===== src/rtl/muldiv_unit.sv =====
// Iterative RV32M multiply/divide unit (shift-add multiply, restoring divide).
// Optional MULDIV_EARLY_OUT_EN: trivial ops (x0 multiply, divide by zero, overflow) skip CALC/FIX.
module muldiv_unit #(
  parameter int unsigned STEPS_PER_CYCLE = 1
) (
  input  logic        clock,
  input  logic        reset,
  input  logic        start,
  input  logic [2:0]  funct3,
  input  logic [31:0] op_a,
  input  logic [31:0] op_b,
  input  logic [4:0]  rd_in,
  input  logic        flush,
  output logic        busy,
  output logic        done,
  output logic [31:0] result,
  output logic [4:0]  rd_out,
  output logic        wb_we
);

  localparam int unsigned Iters = 32 / STEPS_PER_CYCLE;
  localparam logic [4:0] CntInit = 5'(Iters - 1);

  typedef enum logic [1:0] {StIdle, StCalc, StFix, StDone} state_e;

  state_e      state_q, state_d;
  logic [2:0]  f3_q, f3_d;
  logic [4:0]  rd_q, rd_d;
  logic        sign_a_q, sign_a_d, sign_b_q, sign_b_d;
  logic        div0_q, div0_d;
  logic [31:0] opnd_q, opnd_d;
  logic [63:0] acc_q, acc_d;
  logic [4:0]  cnt_q, cnt_d;
  logic [31:0] result_q, result_d;
  logic [4:0]  rd_out_q, rd_out_d;

  // Operand decode at acceptance
  logic        is_mul_in, sgn_a_in, sgn_b_in, neg_a, neg_b, accept;
  logic [31:0] mag_a, mag_b;

  always_comb begin
    is_mul_in = ~funct3[2];
    sgn_a_in  = (funct3 == 3'b001) || (funct3 == 3'b010) ||
                (funct3 == 3'b100) || (funct3 == 3'b110);
    sgn_b_in  = (funct3 == 3'b001) || (funct3 == 3'b100) || (funct3 == 3'b110);
    neg_a     = sgn_a_in & op_a[31];
    neg_b     = sgn_b_in & op_b[31];
    mag_a     = neg_a ? -op_a : op_a;
    mag_b     = neg_b ? -op_b : op_b;
    accept    = start & ~flush & ((state_q == StIdle) || (state_q == StDone));
  end

  logic        early_hit;
  logic [31:0] early_res;

`ifdef MULDIV_EARLY_OUT_EN
  always_comb begin
    early_hit = 1'b0;
    early_res = '0;
    if (is_mul_in) begin
      early_hit = (op_a == '0) || (op_b == '0);
    end else if (op_b == '0) begin
      early_hit = 1'b1;
      early_res = funct3[1] ? op_a : 32'hFFFF_FFFF;
    end else if (!funct3[0] && op_a == 32'h8000_0000 && op_b == 32'hFFFF_FFFF) begin
      early_hit = 1'b1;
      early_res = funct3[1] ? 32'h0 : 32'h8000_0000;
    end
  end
`else
  always_comb begin
    early_hit = 1'b0;
    early_res = '0;
  end
`endif

  // STEPS_PER_CYCLE radix-2 iterations on the accumulator
  logic [63:0] acc_step;
  logic [32:0] add;
  logic [33:0] diff;

  always_comb begin
    acc_step = acc_q;
    add      = '0;
    diff     = '0;
    for (int unsigned i = 0; i < STEPS_PER_CYCLE; i++) begin
      if (!f3_q[2]) begin
        add      = {1'b0, acc_step[63:32]} + (acc_step[0] ? {1'b0, opnd_q} : 33'd0);
        acc_step = {add, acc_step[31:1]};
      end else begin
        // Upper half is remainder, lower half shifts in quotient bits
        diff = {1'b0, acc_step[63:31]} - {2'b00, opnd_q};
        if (!diff[33]) begin
          acc_step = {diff[31:0], acc_step[30:0], 1'b1};
        end else begin
          acc_step = {acc_step[62:0], 1'b0};
        end
      end
    end
  end

  // Sign correction and result selection
  logic [63:0] prod;
  logic [31:0] quot, rem, fix_res;

  always_comb begin
    prod    = (sign_a_q ^ sign_b_q) ? -acc_q : acc_q;
    quot    = (sign_a_q ^ sign_b_q) ? -acc_q[31:0] : acc_q[31:0];
    rem     = sign_a_q ? -acc_q[63:32] : acc_q[63:32];
    fix_res = '0;
    unique case (f3_q)
      3'b000:                 fix_res = prod[31:0];
      3'b001, 3'b010, 3'b011: fix_res = prod[63:32];
      3'b100, 3'b101:         fix_res = div0_q ? 32'hFFFF_FFFF : quot;
      3'b110, 3'b111:         fix_res = rem;  // divide by zero leaves |a| here, re-signed to op_a
      default:                fix_res = '0;
    endcase
  end

  always_comb begin
    state_d  = state_q;
    f3_d     = f3_q;
    rd_d     = rd_q;
    sign_a_d = sign_a_q;
    sign_b_d = sign_b_q;
    div0_d   = div0_q;
    opnd_d   = opnd_q;
    acc_d    = acc_q;
    cnt_d    = cnt_q;
    result_d = result_q;
    rd_out_d = rd_out_q;
    unique case (state_q)
      StIdle, StDone: begin
        state_d = StIdle;
        if (accept) begin
          f3_d     = funct3;
          rd_d     = rd_in;
          sign_a_d = neg_a;
          sign_b_d = neg_b;
          div0_d   = (op_b == '0);
          opnd_d   = is_mul_in ? mag_a : mag_b;
          acc_d    = {32'h0, is_mul_in ? mag_b : mag_a};
          cnt_d    = CntInit;
          if (early_hit) begin
            result_d = early_res;
            rd_out_d = rd_in;
            state_d  = StDone;
          end else begin
            state_d  = StCalc;
          end
        end
      end
      StCalc: begin
        if (flush) begin
          state_d = StIdle;
        end else begin
          acc_d = acc_step;
          cnt_d = cnt_q - 5'd1;
          if (cnt_q == '0) state_d = StFix;
        end
      end
      StFix: begin
        if (flush) begin
          state_d = StIdle;
        end else begin
          result_d = fix_res;
          rd_out_d = rd_q;
          state_d  = StDone;
        end
      end
    endcase
  end

  always_ff @(posedge clock or posedge reset) begin
    if (reset) begin
      state_q  <= StIdle;
      f3_q     <= '0;
      rd_q     <= '0;
      sign_a_q <= 1'b0;
      sign_b_q <= 1'b0;
      div0_q   <= 1'b0;
      opnd_q   <= '0;
      acc_q    <= '0;
      cnt_q    <= '0;
      result_q <= '0;
      rd_out_q <= '0;
    end else begin
      state_q  <= state_d;
      f3_q     <= f3_d;
      rd_q     <= rd_d;
      sign_a_q <= sign_a_d;
      sign_b_q <= sign_b_d;
      div0_q   <= div0_d;
      opnd_q   <= opnd_d;
      acc_q    <= acc_d;
      cnt_q    <= cnt_d;
      result_q <= result_d;
      rd_out_q <= rd_out_d;
    end
  end

  always_comb begin
    busy   = (state_q == StCalc) || (state_q == StFix);
    done   = (state_q == StDone);
    result = result_q;
    rd_out = rd_out_q;
    wb_we  = done & (rd_out_q != '0);
  end

endmodule

===== config.mk =====
export PLATFORM = sky130hd
export DESIGN_NAME = muldiv_unit
export DESIGN_NICKNAME = d
export VERILOG_FILES = /design/src/rtl/muldiv_unit.sv
export SDC_FILE = /design/constraint.sdc
export NUM_CORES = 1
export LEC_CHECK = 0
export CORE_UTILIZATION = 45
export DETAILED_ROUTE_END_ITERATION = 16
export MAX_ROUTING_LAYER = met4
export PLACE_DENSITY_LB_ADDON = 0.08
export SLEW_MARGIN = 40
export SYNTH_ARGS = -nofsm -noshare
export SYNTH_HDL_FRONTEND = slang
export SYNTH_SLANG_ARGS = --single-unit

===== constraint.sdc =====
create_clock -name clock -period 6.9 [get_ports clock]
set_clock_uncertainty 0.2 [all_clocks]
set_input_delay 1.38 -clock clock [delete_from_list [all_inputs] [get_ports clock]]
set_output_delay 1.38 -clock clock [all_outputs]
set_load 0.01 [all_outputs]

==> results.toml <==
[power]
p_per_area_nw_per_um2 = 549
max-vdd-ir-drop_mv = 0.273
leakage_nw = 7.34

[drt]
dr.pass1.iters = 5
top_layer = "met4"
totalWireLength_um = 57100
routed-via-count = 15600
vias_per_cell = 6.17
routedWlPerCell_um = 22.5
drt-initial-drc-count = 1527
met3WireLength_um = 3750
met2WireLength_um = 25500
drc = 0
ant_nets = 0
met1_length_um = 26200

[status]
outcome = "finished, final reports clean"

[worst_hold_path]
hp-class = "reg -> reg"

[global_route]
grt_pass1_wl_um = 88800
gr-total-overflow = 0
first_global_vias = 14700
antenna_found_initial = 0
grtUsageTotal = 0.338
grt_max_degree = 92

[logic_synthesis]
ys_ff_latch = 151
synthArstFlopShare = 1.00
yosysWarnings = 0
synth_compound_area_frac = 0.275
synth_nets = 2204
synth.avg_cell_area_um2 = 7.50
yosysSeqAreaShare = 0.245
synthesis.instances = 2053
ys.flop_type = "dfrtp_1"
synth.area.mux_share = 0.0483
synth_simple_gate_area_frac = 0.212
synth_top_family_by_area = "compound AO/OA/AOI/OAI gates"
synth_enable_flop_cells = 0
synth_fa_ha_area_frac = 0.0619
synthesis.area_um2 = 15400
yosys.cell_types.count = 86
synthXorXnorAreaFrac = 0.0990

[sta]
drv_slew = 0
min_period_ps = 4540
hold_viol_final = 0
finalCritPeriodShare = 0.658
setup-tns-final_ps = 0
finalSetupViolations = 0
worst_slew_pin_slew_ps = 877
relSlewSlack = 0.412
rsz0062_at_grt = "no"
holdWs_ps = 269
fmax_mhz = 220

[floorplan]
die_h_um = 187
num_io_pins = 116
fp.dieArea_um2 = 35000
fp-row-count = 67
core_um2 = 33600
fp.dieW_um = 187
start_util = 0.458

[clocking]
clock_latency_ps = 450
cts_buffers = 17
numClockSinks = 151
post_cts_buffers = 0
cts_tree = "done"
cts_htree_levels = 4
holdBufCountCts = 0
clockRootBuffer = "clkbuf_16"
clockBufferDepth = 2
cts_resized = 0
clk_pin_slew_ps = 70

[place]
gp_congestion = 1.01
io_buffers = 115
hpwl_um = 43600

[run]
max_cap_viol_count = 0

[final_layout]
final_cell_mix = "232 x nand2_1, 210 x nor2_1, 192 x a21oi_1, 190 x o21ai_0, 150 x dfrtp_1"
nFillCells = 3375
syn_to_final_growth_pct = 12.7
drive_gt1_frac = 0.0696
nets = 2223
antenna_cells = 0
layout_commonest_cell = "nand2_1"

[worst_setup_path]
end_kind = "register"
crit_path_start_kind = "register"
worstSetupPathType = "reg -> reg"
worst_ep_arrival_time_ps = 4690
cp_max_fo = 29
required_ps = 7050
## per-layer routing
metal  vias up  global-route usage
met1      7512               0.467
met3        79              0.0426
met4         0               0.110
met5         -                   -
li1       7422                   -
met2       613               0.511
## power by group
| group | switching (mW) | internal, mW | leakage (nW) |
|---|---|---|---|
| sequential | 0.704 | 1.26 | 1.91 |
| combinational | 4.05 | 2.50 | 5.13 |
| clock | 0.420 | 0.590 | 0.291 |
| total | 5.17 | 4.35 | 7.34 |
## path summary, 6_finish.rpt
check | cells past startpoint | startpoint | end | slack [ps]
worst max register to register | 13 | acc_q[0] | acc_q[62] | 2360
worst max-delay path | 13 | acc_q[0] | acc_q[62] | 2360
min in group asynchronous | 2 | reset | result[21] | 1240
worst min-delay path | 2 | rd_q[0] | rd_out[0] | 270
worst min register to register | 2 | rd_q[0] | rd_out[0] | 270
max in group asynchronous | 3 | reset | f3_q[2] | 4120
## stage by stage
step | instance area, um2 | power [mW] | setup slack (ps) | utilization | instances
2_1_floorplan | 15400 | 6.33 | 1260 | - | 2053
3_3_place_gp | 16700 | 8.29 | 2130 | 0.498 | 2501
3_5_place_dp | 16800 | 8.34 | 2020 | 0.498 | 2501
4_1_cts | 17400 | 9.38 | 2340 | 0.516 | 2532
5_1_grt | 17400 | 10.2 | 2050 | 0.517 | 2532
6_report | 17400 | 9.53 | 2360 | 0.517 | 2532
## worst max-delay path, cell delays in order (launching register included)
cell and delay (ps):
dfrtp_1 470, inv_1 180, buf_4 360, nor2_1 80, ha_1 360, a21o_1 220, a31o_2 220, a221o_1 380
o21ai_0 510, a21o_1 310, o21ai_0 160, o41ai_1 390, mux2_2 390, a211oi_1 200
## sequential cells by signal, indices dropped and copies added, names as in the netlist
name	cells
sign_a_q	1
cnt_q	5
rd_q	5
state_q	2
opnd_q	32
acc_q	64
div0_q	1
sign_b_q	1
result	32
rd_out	5
f3_q	3
## logic make-up after synthesis
kind of cell / Yosys count
AO/OA/AOI/OAI: 680
buffers and inverters: 224
adder cells (fa/ha/maj): 75
flip-flops: 151
XOR/XNOR: 174
AND/OR/NAND/NOR: 680
multiplexers: 69
## area by class of cell
class	count	area, um2	share of cell area
Clock buffer	21	460	0.0265
Clock inverter	10	145	0.00836
Inverter	83	317	0.0182
Multi-Input combinational cell	1678	10800	0.619
Sequential cell	151	3780	0.218
Tap cell	448	561	0.0323
Timing Repair Buffer	141	1350	0.0777
## synthesized netlist by cell type, types with 11 or more instances
cell type,count,area (um2)
clkbuf_1,113,424
dfrtp_1,151,3780
o41ai_1,15,131
nor4_1,14,87.6
nand3_1,27,135
o22ai_1,14,87.6
o21ai_0,190,951
o21ai_1,11,55.1
ha_1,73,913
o31ai_1,29,218
a221oi_1,11,96.3
nor3_1,41,205
inv_1,81,304
mux2i_1,30,300
nand2b_1,26,163
o211ai_1,19,143
xnor2_1,98,858
a211oi_1,51,383
a21o_1,30,225
a31oi_1,28,175
nand2_1,232,871
mux2_2,38,428
and3_1,15,93.8
a21oi_1,192,961
or3_1,21,131
o21a_1,12,90.1
nor2b_1,11,68.8
buf_2,13,65.1
nand4_1,12,75.1
xor2_1,76,666
or4_1,12,90.1
nor2_1,210,788
(Power assumes the default switching activity.)
